<file path="config.mk">
export PLATFORM = sky130hd
export DESIGN_NAME = vga_timing_monitor
export DESIGN_NICKNAME = d
export VERILOG_FILES = /design/src/rtl/vga_timing_monitor.sv
export SDC_FILE = /design/constraint.sdc
export NUM_CORES = 1
export LEC_CHECK = 0
export ABC_CLOCK_PERIOD_IN_PS = 3590
export BUFFER_PORTS_ARGS = -buffer_cell sky130_fd_sc_hd__buf_2
export CAP_MARGIN = 10
export CELL_PAD_IN_SITES_DETAIL_PLACEMENT = 0
export CELL_PAD_IN_SITES_GLOBAL_PLACEMENT = 1
export CORE_MARGIN = 4
export CORE_UTILIZATION = 45
export CTS_CLUSTER_DIAMETER = 50
export DETAILED_ROUTE_END_ITERATION = 8
export PLACE_DENSITY = 0.82
export SETUP_SLACK_MARGIN = 0.05
export SKIP_CTS_REPAIR_TIMING = 1
export SLEW_MARGIN = 20
export SYNTH_ARGS = -nofsm -noshare
export SYNTH_HDL_FRONTEND = slang
export SYNTH_SLANG_ARGS = --single-unit
</file>
<file path="constraint.sdc">
create_clock -name clk -period 3.59 [get_ports clk]
set_input_delay 0.718 -clock clk [delete_from_list [all_inputs] [get_ports clk]]
set_output_delay 0.718 -clock clk [all_outputs]
set_load 0.01 [all_outputs]
</file>
<file path="src/rtl/vga_timing_monitor.sv">
// vga_timing_monitor
//   Watches a VGA-style sync stream and recovers the pixel position, measures
//   the line and frame periods, and declares lock once the timing has matched
//   H_TOTAL x V_TOTAL for LOCK_FRAMES consecutive frames. While locked, any
//   deviation (wrong line/frame length or a missing sync) pulses timing_err and
//   drops back to hunting.
//
//   Ports
//     clk          pixel clock, rising edge
//     reset        asynchronous, active-high
//     hsync/vsync  active-low syncs, synchronous to clk
//     blank_b      high during active video
//     xpos/ypos    recovered active column/row of the current pixel
//     pixel_valid  xpos/ypos refer to an active pixel (blank_b delayed 1 clk)
//     locked       timing verified stable
//     timing_err   single-cycle pulse on a violation while locked
//     line_len     last hsync-to-hsync period in clocks
//     frame_lines  last vsync-to-vsync period in lines
module vga_timing_monitor #(
  parameter int unsigned H_TOTAL     = 800,
  parameter int unsigned V_TOTAL     = 525,
  parameter int unsigned LOCK_FRAMES = 2
) (
  input  logic       clk,
  input  logic       reset,
  input  logic       hsync,
  input  logic       vsync,
  input  logic       blank_b,
  output logic [9:0] xpos,
  output logic [9:0] ypos,
  output logic       pixel_valid,
  output logic       locked,
  output logic       timing_err,
  output logic [9:0] line_len,
  output logic [9:0] frame_lines
);

  typedef enum logic [1:0] {
    S_HUNT,
    S_MEASURE,
    S_LOCKED
  } state_t;

  state_t      state;
  logic        hs_r, vs_r, bl_r;
  logic [9:0]  hcnt, vline;
  logic [7:0]  good_cnt;
  logic        seen_hs;
  logic        frame_bad_acc;

  logic        hs_fall, vs_fall, bl_fall;
  logic        hsat, line_bad, frame_bad;
  logic [10:0] hlen;
  logic [9:0]  vline_inc, vline_eff;
  logic        h_wd, v_wd, lock_err;
  logic [7:0]  good_next;

  always_comb begin
    hs_fall   = hs_r & ~hsync;
    vs_fall   = vs_r & ~vsync;
    bl_fall   = bl_r & ~blank_b;
    hsat      = (hcnt == '1);
    hlen      = {1'b0, hcnt} + 11'd1;
    line_bad  = (hlen != 11'(H_TOTAL)) || hsat;
    vline_inc = (vline == '1) ? vline : vline + 10'd1;
    // A line ending on the same edge as vsync belongs to the closing frame.
    vline_eff = hs_fall ? vline_inc : vline;
    frame_bad = (vline_eff != 10'(V_TOTAL)) || (vline_eff == '1) ||
                frame_bad_acc || (hs_fall && line_bad);
    // Watchdogs fire on the edge where a counter reaches saturation.
    h_wd      = !hs_fall && (hcnt == 10'd1022);
    v_wd      = hs_fall && !vs_fall && (vline == 10'd1022);
    lock_err  = (hs_fall && line_bad) || (vs_fall && frame_bad) || h_wd || v_wd;
    good_next = good_cnt + 8'd1;
  end

  always_ff @(posedge clk or posedge reset) begin
    if (reset) begin
      hs_r          <= 1'b1;
      vs_r          <= 1'b1;
      bl_r          <= 1'b1;
      hcnt          <= '0;
      vline         <= '0;
      line_len      <= '0;
      frame_lines   <= '0;
      frame_bad_acc <= 1'b0;
      seen_hs       <= 1'b0;
      pixel_valid   <= 1'b0;
      xpos          <= '0;
      ypos          <= '0;
    end else begin
      hs_r        <= hsync;
      vs_r        <= vsync;
      bl_r        <= blank_b;
      pixel_valid <= blank_b;
      xpos        <= pixel_valid ? xpos + 10'd1 : '0;

      if (vs_fall)
        ypos <= '0;
      else if (bl_fall && ypos != '1)
        ypos <= ypos + 10'd1;

      if (hs_fall) begin
        hcnt     <= '0;
        line_len <= hlen[9:0];
        seen_hs  <= 1'b1;
      end else if (!hsat) begin
        hcnt <= hcnt + 10'd1;
      end

      if (vs_fall) begin
        vline         <= '0;
        frame_lines   <= vline_eff;
        frame_bad_acc <= 1'b0;
      end else if (hs_fall) begin
        vline <= vline_inc;
        if (line_bad)
          frame_bad_acc <= 1'b1;
      end
    end
  end

  always_ff @(posedge clk or posedge reset) begin
    if (reset) begin
      state      <= S_HUNT;
      good_cnt   <= '0;
      locked     <= 1'b0;
      timing_err <= 1'b0;
    end else begin
      timing_err <= 1'b0;
      case (state)
        S_HUNT: begin
          good_cnt <= '0;
          locked   <= 1'b0;
          if (vs_fall && (seen_hs || hs_fall))
            state <= S_MEASURE;
        end
        S_MEASURE: begin
          if (vs_fall) begin
            if (frame_bad) begin
              good_cnt <= '0;
            end else if (good_next == 8'(LOCK_FRAMES)) begin
              good_cnt <= good_next;
              state    <= S_LOCKED;
              locked   <= 1'b1;
            end else begin
              good_cnt <= good_next;
            end
          end
        end
        S_LOCKED: begin
          if (lock_err) begin
            timing_err <= 1'b1;
            locked     <= 1'b0;
            good_cnt   <= '0;
            state      <= S_HUNT;
          end
        end
        default: begin
          state  <= S_HUNT;
          locked <= 1'b0;
        end
      endcase
    end
  end

endmodule

</file>
# Word level (Yosys, flattened, before mapping)
# Index checks and enable logic that the tools add are counted.
totals:
  ff_bits: 78
  input_bits: 5
classes:
  add_sub_neg: 6
  eq_ne: 17
  mux: 28
  bitwise: 6
  n_reduce_logical: 26
ops:
  columns: ["cell", "count"]
  rows:
  - ["two-way mux 10 bit", 8]
  - ["equality test 10 bit (second input constant)", 5]
  - ["adder 10 x 1 -> 10 bit (second input constant)", 4]
  - ["two-way mux 8 bit", 3]
  - ["one-hot mux 8 bit (3 select lines)", 1]
  - ["!= test 10 bit (second input constant)", 2]
  - ["!= test 2 bit (second input constant)", 6]
  - ["adder 10 x 1 -> 11 bit (second input constant)", 1]
  - ["!= test 11 x 10 -> 1 bit (second input constant)", 1]
  - ["two-way mux 2 bit", 5]
  - ["two-way mux 1 bit", 9]
  - ["adder 8 x 1 -> 8 bit (second input constant)", 1]
  - ["equality test 8 x 2 -> 1 bit (second input constant)", 1]
  - ["logical OR 1 bit", 8]
  - ["logical AND 1 bit", 7]
  - ["one-hot mux 2 bit (3 select lines)", 1]
  - ["nonzero test 2 bit", 3]
  - ["AND reduction 5 bit", 1]
  - ["AND reduction 4 bit", 1]
  - ["bitwise AND 1 bit", 3]
  - ["NOT 1 bit", 3]
  - ["AND reduction 3 bit", 1]
  - ["nonzero test 3 bit", 1]
  - ["equality test 2 x 1 -> 1 bit (second input constant)", 1]
  - ["5 further kinds", 6]

# Depth between registers and ports, before layout
# Gate-level depths: netlist (run 1).
depth:
  word_depth: 13
  mapped_depth: 10
  depth_no_buf: 8

# Least setup slack after synthesis (run 1)
# OpenSTA, ideal clock, no wires.
synth_path:
  kind: "input to register"
  from: "input port hsync"
  to: "register locked"
  setup_ns: 0.080
  arrival_time_ns: 2.394
  t_required_ns: 3.510
  path_slack_ns: 1.115
  cell_stages: 7
  n_path_buf: 0
  path_cell_list: "and4b_4 > nor3b_2 > mux2i_2 > o2111ai_2 > or2_1 > a211o_1 > o211ai_2"
synth_via:
  elab_chain_cells: 13
synth_lines:
  columns: ["element", "line", "source"]
  rows:
  - ["start: declaration", "26", "input logic hsync,"]
  - ["NOT 1 bit (*)", "59", "hs_fall = hs_r & ~hsync;"]
  - ["bitwise AND 1 bit (*)", "59", null]
  - ["two-way mux 10 bit", null, null]
  - ["!= test 10 bit or equality test 10 bit (tied branches)", "68", "frame_bad = (vline_eff != 10'(V_TOTAL)) || (vline_eff == '1) ||"]
  - ["logical OR 1 bit (2 in a row)", "68", null]
  - ["logical OR 1 bit", "69", "frame_bad_acc || (hs_fall && line_bad);"]
  - ["logical AND 1 bit", "73", "lock_err = (hs_fall && line_bad) || (vs_fall && frame_bad) || h_wd || v_wd;"]
  - ["logical OR 1 bit (3 in a row)", "73", null]
  - ["!= test 2 bit (no line)", null, null]
  - ["AND reduction 4 bit (no line) (*)", null, null]
  - ["end signal: assignment", "127", "locked <= 1'b0;"]
  - ["end signal: assignment", "134", "locked <= 1'b0;"]
  - ["end signal: assignment", "145", "locked <= 1'b1;"]
  - ["end: declaration", "32", "output logic locked,"]
# Every way passes the cells marked *; elsewhere a longest branch is shown, timed or not.
# A chain may end at the register's enable or synchronous reset.

# Worst setup path in the final report (run 1)
layout_path:
  from: "register vline[0]"
  to: "register good_cnt[1]"
layout_via:
  elab_chain_cells: 13
layout_lines:
  columns: ["element", "line", "source"]
  rows:
  - ["start: declaration", "46", "logic [9:0] hcnt, vline;"]
  - ["start signal: assignment", "116", "vline <= vline_inc;"]
  - ["adder 10 x 1 -> 10 bit or equality test 10 bit (tied branches)", "65", "vline_inc = (vline == '1) ? vline : vline + 10'd1;"]
  - ["two-way mux 10 bit", "65", null]
  - ["two-way mux 10 bit", null, null]
  - ["!= test 10 bit or equality test 10 bit (tied branches)", "68", null]
  - ["logical OR 1 bit (2 in a row)", "68", null]
  - ["logical OR 1 bit", "69", null]
  - ["logical AND 1 bit", "73", null]
  - ["logical OR 1 bit (3 in a row)", "73", null]
  - ["!= test 2 bit (no line)", null, null]
  - ["AND reduction 3 bit (no line)", null, null]
  - ["end signal: assignment", "143", "good_cnt <= good_next;"]
  - ["end signal: assignment", "147", "good_cnt <= good_next;"]
  - ["end: declaration", "47", "logic [7:0] good_cnt;"]
# Several ways; a longest one is shown, not always the timed one. The select of a mux whose other input is x is not followed.

==> results of run 1 <==
==> cells by family (layout without fill, tap and decap cells) <==
family                     Yosys count  after routing
and+or+nand+nor                    180            180
AOI/OAI and AO/OA                   89             89
DFF                                 78             78
buffers and inverters               31             79
xor gates and xnor gates            24             24
adders and majority gates            8              8
muxes                                3              3
==> sequential cells by signal, summed over array words and instances (netlist names) <==
register	flops
good_cnt	8
pixel_valid	1
state	2
frame_lines	10
vs_r	1
frame_bad_acc	1
hs_r	1
timing_err	1
vline	10
hcnt	10
locked	1
bl_r	1
seen_hs	1
ypos	10
line_len	10
xpos	10
==> power groups by stage <==
| stage | Combinational [mW] | Clock [mW] | Sequential, mW |
|---|---|---|---|
| 3_5_place_dp | 0.248 | 0 | 1.03 |
| 6_report | 0.244 | 0.709 | 1.01 |
| 5_1_grt | 0.278 | 0.761 | 1.02 |
| 2_1_floorplan | 0.180 | 0 | 1.02 |
| 3_3_place_gp | 0.244 | 0 | 1.02 |
| 4_1_cts | 0.249 | 0.727 | 1.01 |
==> area by class of cell <==
class	instances	area, um^2
clock buffer	10	128
clock inverter	6	86.3
fill	811	4190
inverter	10	38.8
multi-input combinational	304	1910
sequential	78	1960
tap	108	135
timing repair buffer	53	280
==> worst max path at each step <==
stage / start / to / slack (ns) / cells past startpoint
3_5_place_dp: vline[0] / good_cnt[7] / 0.71 / 8
4_1_cts: vline[0] / good_cnt[7] / 0.69 / 8
3_3_place_gp: hsync / good_cnt[7] / 0.81 / 8
5_1_grt: vline[0] / good_cnt[6] / 0.51 / 8
6_report: vline[0] / good_cnt[1] / 0.70 / 8
2_1_floorplan: reset / frame_bad_acc / 0.88 / 1
==> metrics by stage <==
step / setup WS, ns / power, mW / instance area (um^2) / hold WS (ns)
floorplan: 0.882 / 1.20 / 4020 / 0.431
CTS: 0.692 / 1.99 / 4530 / 0.465
global route: 0.513 / 2.06 / 4530 / 0.468
detailed placement: 0.709 / 1.28 / 4320 / 0.451
finish: 0.701 / 1.97 / 4530 / 0.452
global placement: 0.811 / 1.27 / 4320 / 0.450
==> routing by layer <==
metal | share of wire (%) | vias to the layer above | GRT usage [%]
met2 | 47 | 73 | 27.2
met4 | 2.0 | 0 | 6.16
met3 | 4.6 | 13 | 3.72
met1 | 46 | 1536 | 22.4
met5 | 0 | - | 0
li1 | - | 1544 | -
==> cell usage in the layout (no fill, tap or decap), types with 11 or more instances in the layout <==
master	instances
a21oi_1	16
dfrtp_1	75
o21ai_0	33
xnor2_1	13
nand3_1	19
or3_1	11
buf_2	47
nor2_1	31
xor2_1	11
nand2_1	48
==> impl_metrics.sql, run 1 <==
INSERT INTO impl_metrics (metric_group, metric, value, unit) VALUES
('worst_setup_path', 'timing.reg2reg.worst_path_depth', '8', ''),
('worst_setup_path', 'cp.required', '3.85', 'ns'),
('worst_setup_path', 'timing.setup.critical_path_class', 'reg2reg', ''),
('synth', 'synth_xor_xnor_area_share', '5.23', '%'),
('grt', 'maximum_number_of_pins_on_one_net_before_global_route_repair', '42', ''),
('layout', 'fin_cells', '569', ''),
('synth', 'post_synthesis_adder_cell_area_fraction', '2.49', '%'),
('route', 'post_drt_wl_per_cell', '14.8', 'um'),
('worst_setup_path', 'critPathBufInv', '0', ''),
('synth', 'synth_edf_count', '0', ''),
('power', 'power_leakage', '2.13', 'nW'),
('worst_setup_path', 'path_max_fanout', '11', ''),
('synth', 'syn_avg_cell_area', '9.74', 'um^2'),
('synth', 'post_synth_instance_area', '4020', 'um^2'),
('floorplanning', 'initial_utilization', '46.1', '%'),
('synth', 'yosysWarningCount', '0', ''),
('floorplanning', 'floorplan.die.width', '103', 'um'),
('sta', 'min_period_over_period', '80.5', '%'),
('worst_setup_path', 'cp_cell_sequence', 'ha_1, and4b_4, nor3b_2, mux2i_2, o2111ai_2, o211ai_1, and3_1, mux2i_1', ''),
('synth', 'synth.area.top_cells', 'dfrtp_1, nand2_1, o21ai_0', ''),
('floorplanning', 'die_area', '10500', 'um^2'),
('floorplanning', 'core', '8720', 'um^2'),
('synth', 'proportion_of_netlist_area_held_by_the_largest_area_contributor', '46.7', '%'),
('grt', 'globalRouteTotalUtil', '16.9', '%'),
('layout', 'antenna-diode-count', '0', ''),
('grt', 'antenna_found_initial', '0', ''),
('synth', 'sequential_fraction_of_the_synthesis_area', '48.6', '%'),
('layout', 'fin_util', '52.0', '%'),
('place', 'post-place-cells', '553', ''),
('sta', 'timing_worst_slew_pin_value', '0.712', 'ns'),
('power', 'power_frac_seq', '51.5', '%'),
('power', 'p_per_area', '434', 'nW/um^2'),
('grt', 'grt_pass1_wl', '14200', 'um'),
('power', 'power.internal', '1.43', 'mW'),
('worst_setup_path', 'setup.worst_path.end_class', 'register', ''),
('power', 'switching_share', '27.1', '%'),
('floorplanning', 'die_height', '103', 'um'),
('worst_setup_path', 'slowest_delay', '0.51', 'ns'),
('sta', 'slew_viol_final', '0', ''),
('synth', 'simple_gate_fraction_of_synth_area', '24.3', '%'),
('place', 'routabilityCongestion', '0.958', ''),
('worst_setup_path', 'setup.reg_to_reg.worst_slack', '0.70', 'ns'),
('cts', 'cts-root-buf', 'clkbuf_8', ''),
('cts', 'tritoncts', 'built', ''),
('layout', 'final_layout_size_suffix_gt1_share', '20.8', '%'),
('layout', 'design.final.nets', '469', ''),
('run_status', 'status', 'completed', ''),
('route', 'routed-via-count', '3166', ''),
('synth', 'post-synth-top-count-cell', 'dfrtp_1', ''),
('sta', 'crit_path_time_final', '2.89', 'ns'),
('synth', 'post_synth_mux_area_share', '0.840', '%'),
('floorplanning', 'rows', '34', ''),
('flow_run', 'max_cap_violations', '0', ''),
('sta', 'finalClockSkew', '0.00919', 'ns'),
('sta', 'setup_total_negative_slack', '0', 'ns'),
('cts', 'cts_max_level', '3', ''),
('place', 'detailed_place_hpwl', '6030', 'um'),
('synth', 'synth_top_cell_by_area', 'dfrtp_1', ''),
('cts', 'cts-buffers-inserted', '9', ''),
('power', 'vdd_drop_max', '0.000256', 'V'),
('synth', 'synth_compound_area_share', '14.7', '%'),
('synth', 'post_synth_inst_count', '413', ''),
('worst_hold_path', 'hold_path_class', 'in2async', ''),
('synth', 'post_synth_most_frequent_cells', 'dfrtp_1, nand2_1, o21ai_0, nor2_1, nand3_1', ''),
('power', 'power.combinational.fraction', '12.4', '%'),
('power', 'switching_pwr', '0.533', 'mW'),
('sta', 'timing_hold_violations_final', '0', ''),
('worst_setup_path', 'crit-reg2reg-capture', 'good_cnt[1]', ''),
('cts', 'clk_pin_slew', '0.08', 'ns'),
('worst_setup_path', 'rr_startpoint', 'vline[0]', ''),
('sta', 'grt_setup_unrepaired', 'no', '');
Note: power is estimated with default switching activity, not from simulation.
==> inputs of run 2 (changes only) <==
--- a/config.mk
+++ b/config.mk
@@ -5,16 +5,16 @@
 export SDC_FILE = /design/constraint.sdc
 export NUM_CORES = 1
 export LEC_CHECK = 0
-export ABC_CLOCK_PERIOD_IN_PS = 3590
+export ABC_CLOCK_PERIOD_IN_PS = 2600
 export BUFFER_PORTS_ARGS = -buffer_cell sky130_fd_sc_hd__buf_2
 export CAP_MARGIN = 10
 export CELL_PAD_IN_SITES_DETAIL_PLACEMENT = 0
 export CELL_PAD_IN_SITES_GLOBAL_PLACEMENT = 1
 export CORE_MARGIN = 4
-export CORE_UTILIZATION = 45
+export CORE_UTILIZATION = 41
 export CTS_CLUSTER_DIAMETER = 50
 export DETAILED_ROUTE_END_ITERATION = 8
-export PLACE_DENSITY = 0.82
+export PLACE_DENSITY = 0.79
 export SETUP_SLACK_MARGIN = 0.05
 export SKIP_CTS_REPAIR_TIMING = 1
 export SLEW_MARGIN = 20
==> constraint.sdc (replaced) <==
create_clock -name clk -period 2.6 [get_ports clk]
set_input_delay 0.52 -clock clk [delete_from_list [all_inputs] [get_ports clk]]
set_output_delay 0.52 -clock clk [all_outputs]
set_load 0.01 [all_outputs]
==> run 2 against run 1 <==
Via count down 0.54%. First-iteration DRC count down 0.63%. Fmax up 21%. Setup slack worse by 0.49 ns. Register-to-register slack worse by 0.49 ns.
==> impl_metrics.sql, run 2 (synthesis gave the netlist of run 1 again) <==
INSERT INTO impl_metrics (metric_group, metric, value, unit) VALUES
('run_status', 'status', 'completed', ''),
('place', 'detailedPlace.worstSlack', '0.0224', 'ns'),
('floorplanning', 'core', '9420', 'um^2'),
('cts', 'clock_latency', '0.35', 'ns'),
('cts', 'tritoncts', 'built', ''),
('flow_run', 'max_cap_violations', '0', ''),
('layout', 'design.final.nets', '476', ''),
('place', 'detailed_place_hpwl', '5900', 'um'),
('layout', 'final_common_cell', 'dfrtp_1', ''),
('grt', 'grt_use_met1', '20.7', '%'),
('grt', 'grt_pass1_wl', '14800', 'um'),
('grt', 'number_of_global_route_vias_before_repair', '3171', ''),
('route', 'post_drt_wl_per_cell', '14.0', 'um'),
('place', 'buffer_ports.inserted', '47', ''),
('worst_setup_path', 'worstSetupStartpointType', 'register', ''),
('sta', 'timing.final.setup_violations', '0', ''),
('sta', 'crit_path_time_final', '2.38', 'ns'),
('power', 'vdd_drop_max', '0.000286', 'V'),
('grt', 'gr-usage-met3', '5.24', '%'),
('grt', 'antenna_found_initial', '0', ''),
('route', 'routed-via-count', '3149', ''),
('cts', 'cts-root-buf', 'clkbuf_8', ''),
('worst_setup_path', 'timing.setup.critical_path_class', 'reg2reg', ''),
('sta', 'max_freq', '420', 'MHz'),
('route', 'route.final.wire_length', '8360', 'um'),
('worst_setup_path', 'crit-reg2reg-capture', 'locked', ''),
('sta', 'slew_viol_final', '0', ''),
('floorplanning', 'rows', '35', ''),
('sta', 'grt_setup_unrepaired', 'no', ''),
('cts', 'clock-sinks', '78', ''),
('power', 'power_leakage', '2.16', 'nW'),
('route', 'drt-initial-drc-count', '159', ''),
('route', 'post-route-drc-count', '0', ''),
('grt', 'maximum_number_of_pins_on_one_net_before_global_route_repair', '38', ''),
('worst_setup_path', 'setup.worst_path.end_class', 'register', ''),
('floorplanning', 'die_area', '11500', 'um^2'),
('route', 'routed_via_density', '5.27', ''),
('layout', 'commonest_cells_after_routing_fill_and_taps_aside', 'dfrtp_1, nand2_1, buf_2, o21ai_0, nor2_1', ''),
('sta', 'finalClockSkew', '0.0114', 'ns'),
('worst_setup_path', 'worst-endpoint-arrival', '2.66', 'ns'),
('sta', 'layout_setup_ws', '0.216', 'ns'),
('cts', 'cts-root-to-sink-buffers', '2', ''),
('sta', 'timing_hold_violations_final', '0', ''),
('place', 'detailed_place.area', '4410', 'um^2'),
('layout', 'antenna-diode-count', '0', ''),
('worst_setup_path', 'setup.reg_to_reg.worst_slack', '0.22', 'ns'),
('grt', 'grt_overflow', '0', ''),
('worst_setup_path', 'timing.reg2reg.worst_path_depth', '8', ''),
('grt', 'gr-max-usage-layer', 'met2', ''),
('worst_setup_path', 'rr_startpoint', 'vline[0]', ''),
('floorplanning', 'initial_utilization', '42.7', '%'),
('layout', 'flow.area_growth_from_synthesis', '14.8', '%'),
('power', 'p_per_area', '578', 'nW/um^2'),
('sta', 'timing_worst_slew_pin_value', '0.658', 'ns'),
('worst_setup_path', 'cp.required', '2.88', 'ns'),
('layout', 'layout.filler_cells', '892', ''),
('route', 'detail-route-antenna-nets', '0', ''),
('floorplanning', 'die_height', '107', 'um'),
('sta', 'maxSlewHeadroom', '56.1', '%'),
('worst_setup_path', 'path_max_fanout', '6', ''),
('layout', 'final_layout_size_suffix_gt1_share', '22.9', '%'),
('sta', 'setup_total_negative_slack', '0', 'ns'),
('grt', 'globalRouteTotalUtil', '15.9', '%'),
('worst_hold_path', 'hold_path_class', 'in2async', ''),
('sta', 'min_period_over_period', '91.7', '%'),
('grt', 'met2_usage', '25.1', '%'),
('cts', 'cts_max_level', '3', ''),
('place', 'routabilityCongestion', '0.841', ''),
('layout', 'final_non_filler_cell_area', '4620', 'um^2'),
('route', 'dr.pass1.iters', '6', ''),
('sta', 'whs', '0.235', 'ns'),
('cts', 'clk_pin_slew', '0.08', 'ns'),
('floorplanning', 'floorplan.die.width', '107', 'um'),
('layout', 'fin_util', '49.1', '%'),
('floorplanning', 'pin_count', '48', ''),
('cts', 'cts-buffers-inserted', '9', '');
==> run 2: metrics by stage <==
step / power, mW / cells
after floorplan: 1.65 / 413
after global placement: 1.77 / 581
after detailed placement: 1.78 / 581
after CTS: 2.72 / 597
after global routing: 2.83 / 597
final: 2.67 / 597
==> run 2: worst max path at each step <==
stage                  start       endpoint  slack, ns
floorplan              reset  frame_bad_acc       0.09
global placement       hsync    good_cnt[1]       0.08
detailed placement     hsync    good_cnt[1]       0.02
CTS                 vline[0]    good_cnt[1]       0.11
global route        vline[0]    good_cnt[1]       0.07
finish              vline[0]         locked       0.22
==> run 2: per-layer routing <==
layer  wire length [um]  part of all wire, %
met1               4040                   48
met2               3760                   45
met3                448                  5.4
met4                114                  1.4
met5                  0                    0
==> run 2: layout make-up <==
type,count,area [um^2],share of cell area [%]
Sequential cell,78,1960,42.3
Inverter,10,38.8,0.840
Timing Repair Buffer,60,345,7.48
Clock buffer,10,138,2.98
Tap cell,129,161,3.49
Clock inverter,6,61.3,1.33
Multi-Input combinational cell,304,1920,41.5
==> run 2: critical path, stage by stage (launching register included) <==
cell and delay, ns:
dfrtp_1 0.37, ha_2 0.23, and4b_4 0.25, nor3b_2 0.21, mux2i_2 0.27, o2111ai_2 0.20, or2_1 0.31, a211o_1 0.33
o211ai_2 0.14
==> run 2: power by group <==
group / internal [mW] / total [mW] / switching [mW]
Combinational: 0.157 / 0.368 / 0.211
Clock: 0.466 / 0.917 / 0.451
Sequential: 1.30 / 1.39 / 0.0901
==> inputs of run 3 (changes only) <==
--- a/config.mk
+++ b/config.mk
@@ -5,16 +5,17 @@
 export SDC_FILE = /design/constraint.sdc
 export NUM_CORES = 1
 export LEC_CHECK = 0
-export ABC_CLOCK_PERIOD_IN_PS = 2600
+export ABC_AREA = 1
+export ABC_CLOCK_PERIOD_IN_PS = 2500
 export BUFFER_PORTS_ARGS = -buffer_cell sky130_fd_sc_hd__buf_2
 export CAP_MARGIN = 10
-export CELL_PAD_IN_SITES_DETAIL_PLACEMENT = 0
+export CELL_PAD_IN_SITES_DETAIL_PLACEMENT = 1
 export CELL_PAD_IN_SITES_GLOBAL_PLACEMENT = 1
 export CORE_MARGIN = 4
-export CORE_UTILIZATION = 41
+export CORE_UTILIZATION = 43
 export CTS_CLUSTER_DIAMETER = 50
 export DETAILED_ROUTE_END_ITERATION = 8
-export PLACE_DENSITY = 0.79
+export PLACE_DENSITY = 0.82
 export SETUP_SLACK_MARGIN = 0.05
 export SKIP_CTS_REPAIR_TIMING = 1
 export SLEW_MARGIN = 20
==> constraint.sdc (replaced) <==
create_clock -name clk -period 2.5 [get_ports clk]
set_input_delay 0.5 -clock clk [delete_from_list [all_inputs] [get_ports clk]]
set_output_delay 0.5 -clock clk [all_outputs]
set_load 0.01 [all_outputs]
==> run 3 against run 2 <==
Critical endpoint is now good_cnt[2]. Synthesized cell count up 23%. Register-to-register slack got worse by 0.06 ns. Sequential share of layout area shrank 0.95 points. Highest routed layer unchanged. Largest power group unchanged.
==> impl_metrics.sql, run 3 <==
INSERT INTO impl_metrics (metric_group, metric, value, unit) VALUES
('run_status', 'status', 'completed', ''),
('power', 'vdd_drop_max', '0.000285', 'V'),
('sta', 'timing.final.setup_violations', '0', ''),
('sta', 'setup_total_negative_slack', '0', 'ns'),
('worst_setup_path', 'crit_slowest_cell', 'dfrtp_1', ''),
('power', 'clock_power_share', '32.5', '%'),
('route', 'route.final.wire_length', '11100', 'um'),
('synth', 'proportion_of_netlist_area_held_by_the_largest_area_contributor', '46.8', '%'),
('floorplanning', 'floorplan.die.width', '105', 'um'),
('layout', 'antenna-diode-count', '0', ''),
('layout', 'final_layout_size_suffix_gt1_share', '20.5', '%'),
('place', 'detailedPlace.worstSlack', '-0.0107', 'ns'),
('synth', 'sequential_fraction_of_the_synthesis_area', '48.8', '%'),
('place', 'buffer_ports.inserted', '47', ''),
('cts', 'clk_pin_slew', '0.09', 'ns'),
('cts', 'cts-buffers-inserted', '9', ''),
('cts', 'cts-root-to-sink-buffers', '2', ''),
('worst_setup_path', 'cp_cell_sequence', 'ha_1, inv_1, nor2_4, nand3_4, buf_4, nand3_1, nand2_2, nand2_1, nor2_1, nand3_2, nand2_2, nand3_2, buf_4, nand3_1, nand2_1', ''),
('synth', 'post_synth_instance_area', '4010', 'um^2'),
('synth', 'synth_edf_count', '0', ''),
('cts', 'clock_latency', '0.35', 'ns'),
('synth', 'synth.area.top_cells', 'dfrtp_1, nand2_1, inv_1', ''),
('place', 'detailed_place_hpwl', '7940', 'um'),
('power', 'power_leakage', '2.35', 'nW'),
('power', 'switching_share', '29.9', '%'),
('sta', 'crit_path_time_final', '2.34', 'ns'),
('flow_run', 'max_cap_violations', '0', ''),
('sta', 'finalClockSkew', '0.0125', 'ns'),
('route', 'drt-initial-drc-count', '97', ''),
('synth', 'post_synth_inst_count', '508', ''),
('synth', 'synth_top_family_by_area', 'simple AND/OR/NAND/NOR gates', ''),
('sta', 'layout_setup_ws', '0.156', 'ns'),
('floorplanning', 'initial_utilization', '45.1', '%'),
('synth', 'post_synthesis_adder_cell_area_fraction', '2.50', '%'),
('synth', 'proportion_of_register_bits_with_asynchronous_set_or_reset_after_synthesis', '100', '%'),
('sta', 'timing_hold_violations_final', '0', ''),
('sta', 'slew_viol_final', '0', ''),
('floorplanning', 'core', '8890', 'um^2'),
('cts', 'cts_max_level', '3', ''),
('power', 'power.internal', '1.85', 'mW'),
('cts', 'cts-root-buf', 'clkbuf_8', ''),
('synth', 'postSynthRegisterBits', '78', ''),
('layout', 'final_non_filler_cell_area', '4730', 'um^2'),
('synth', 'post_synth_most_frequent_cells', 'nand2_1, dfrtp_1, inv_1, nor2_1, nand3_1', ''),
('route', 'routed_via_density', '5.31', ''),
('route', 'post_drt_wl_per_cell', '16.1', 'um'),
('layout', 'flow.area_growth_from_synthesis', '17.9', '%'),
('synth', 'syn_avg_cell_area', '7.90', 'um^2'),
('sta', 'timing_worst_slew_pin_value', '0.681', 'ns'),
('layout', 'design.final.nets', '593', ''),
('synth', 'synth_compound_area_share', '8.52', '%'),
('synth', 'post_synth_mux_area_share', '0', '%'),
('power', 'p_per_area', '558', 'nW/um^2'),
('synth', 'synth_xor_xnor_area_share', '1.53', '%'),
('grt', 'antenna_found_initial', '0', ''),
('layout', 'final_common_cell', 'nand2_1', ''),
('grt', 'grt_pass1_wl', '18700', 'um'),
('route', 'post-route-drc-count', '0', ''),
('synth', 'synth_top_cell_by_area', 'dfrtp_1', ''),
('place', 'detailed_place.area', '4400', 'um^2'),
('power', 'power_frac_seq', '53.6', '%'),
('sta', 'min_period_over_period', '93.7', '%'),
('worst_setup_path', 'critical_path.top_delay_family', 'simple AND/OR/NAND/NOR gates', ''),
('synth', 'yosys_most_used_dff', 'dfrtp_1', ''),
('floorplanning', 'die_height', '105', 'um'),
('worst_setup_path', 'worst-endpoint-arrival', '2.59', 'ns'),
('route', 'detail-route-antenna-nets', '0', ''),
('route', 'routed-via-count', '3681', ''),
('synth', 'yosysWarningCount', '0', ''),
('worst_setup_path', 'timing.setup.critical_path_class', 'reg2reg', ''),
('power', 'switching_pwr', '0.789', 'mW'),
('place', 'routabilityCongestion', '0.797', ''),
('synth', 'post-synth-top-count-cell', 'nand2_1', ''),
('floorplanning', 'die_area', '10900', 'um^2'),
('grt', 'maximum_number_of_pins_on_one_net_before_global_route_repair', '51', ''),
('synth', 'netlist-cell-type-count', '34', ''),
('synth', 'postSynthNetCount', '521', ''),
('floorplanning', 'pin_count', '48', ''),
('layout', 'commonest_cells_after_routing_fill_and_taps_aside', 'nand2_1, dfrtp_1, inv_1, nor2_1, buf_2', ''),
('worst_setup_path', 'path_max_fanout', '7', ''),
('grt', 'number_of_global_route_vias_before_repair', '3867', ''),
('sta', 'maxSlewHeadroom', '54.6', '%'),
('worst_hold_path', 'hold_path_class', 'in2async', ''),
('floorplanning', 'rows', '34', ''),
('cts', 'tritoncts', 'built', ''),
('sta', 'max_freq', '427', 'MHz'),
('worst_setup_path', 'slowest_delay', '0.42', 'ns'),
('worst_setup_path', 'critPathBufInv', '3', ''),
('grt', 'grt_overflow', '0', ''),
('grt', 'globalRouteTotalUtil', '20.7', '%'),
('worst_setup_path', 'setup.worst_path.end_class', 'register', ''),
('worst_setup_path', 'worstSetupStartpointType', 'register', ''),
('synth', 'simple_gate_fraction_of_synth_area', '31.0', '%'),
('power', 'power.combinational.fraction', '13.9', '%'),
('cts', 'clock-sinks', '78', ''),
('route', 'dr.pass1.iters', '4', ''),
('worst_setup_path', 'cp.required', '2.75', 'ns');
-- run 3: path summary, 6_finish.rpt --
path | startpoint | end | slack (ns) | cells past startpoint
min in group clk | vsync | vs_r | 0.26 | 1
max reg2reg | vline[0] | good_cnt[2] | 0.16 | 15
max | vline[0] | good_cnt[2] | 0.16 | 15
min reg2reg | seen_hs | seen_hs | 0.47 | 1
max in group asynchronous | reset | hcnt[0] | 1.65 | 3
min | reset | good_cnt[1] | 0.24 | 3
-- run 3: cell type report --
class | instances | area (um^2)
Clock buffer | 12 | 135
Clock inverter | 4 | 33.8
Fill cell | 1134 | 4160
Inverter | 64 | 244
Multi-Input combinational cell | 356 | 1810
Sequential cell | 78 | 1960
Tap cell | 108 | 135
Timing Repair Buffer | 71 | 415
-- run 3: kinds of logic after synthesis --
| logic type | after synthesis |
|---|---|
| simple gates | 276 |
| flops | 78 |
| buf+inv | 75 |
| compound gates | 64 |
| fa+ha+maj | 8 |
| xor+xnor | 7 |
-- run 3: power by group through the flow --
stage | Sequential, mW | Clock, mW | Combinational (mW)
final | 1.41 | 0.859 | 0.367
after global placement | 1.43 | 0 | 0.340
after CTS | 1.42 | 0.877 | 0.354
after floorplan | 1.44 | 0 | 0.201
after global routing | 1.43 | 0.936 | 0.414
after detailed placement | 1.44 | 0 | 0.351
-- run 3: routing by layer --
| metal | GRT usage, % | up-vias | part of all wire, % |
|---|---|---|---|
| met4 | 6.84 | 0 | 2.0 |
| met1 | 25.3 | 1819 | 44 |
| li1 | - | 1779 | - |
| met3 | 4.07 | 21 | 3.3 |
| met2 | 36.8 | 62 | 51 |
| met5 | 0 | - | 0 |
-- run 3: worst reg2reg max path, delay by kind of cell (launching register included) --
kind                     cells  cell delay, ns
adder cells (fa/ha/maj)      1            0.23
buffers and inverters        3            0.44
flip-flops                   1            0.42
AND/OR/NAND/NOR             11            1.14
-- run 3: per-stage QoR --
step	hold WS [ns]	total power, mW	utilization [%]	cells
floorplan	0.426	1.64	-	508
global placement	0.449	1.78	49.5	663
detailed placement	0.447	1.79	49.5	663
CTS	0.241	2.65	51.4	679
global route	0.241	2.78	53.2	693
finish	0.237	2.64	53.2	693
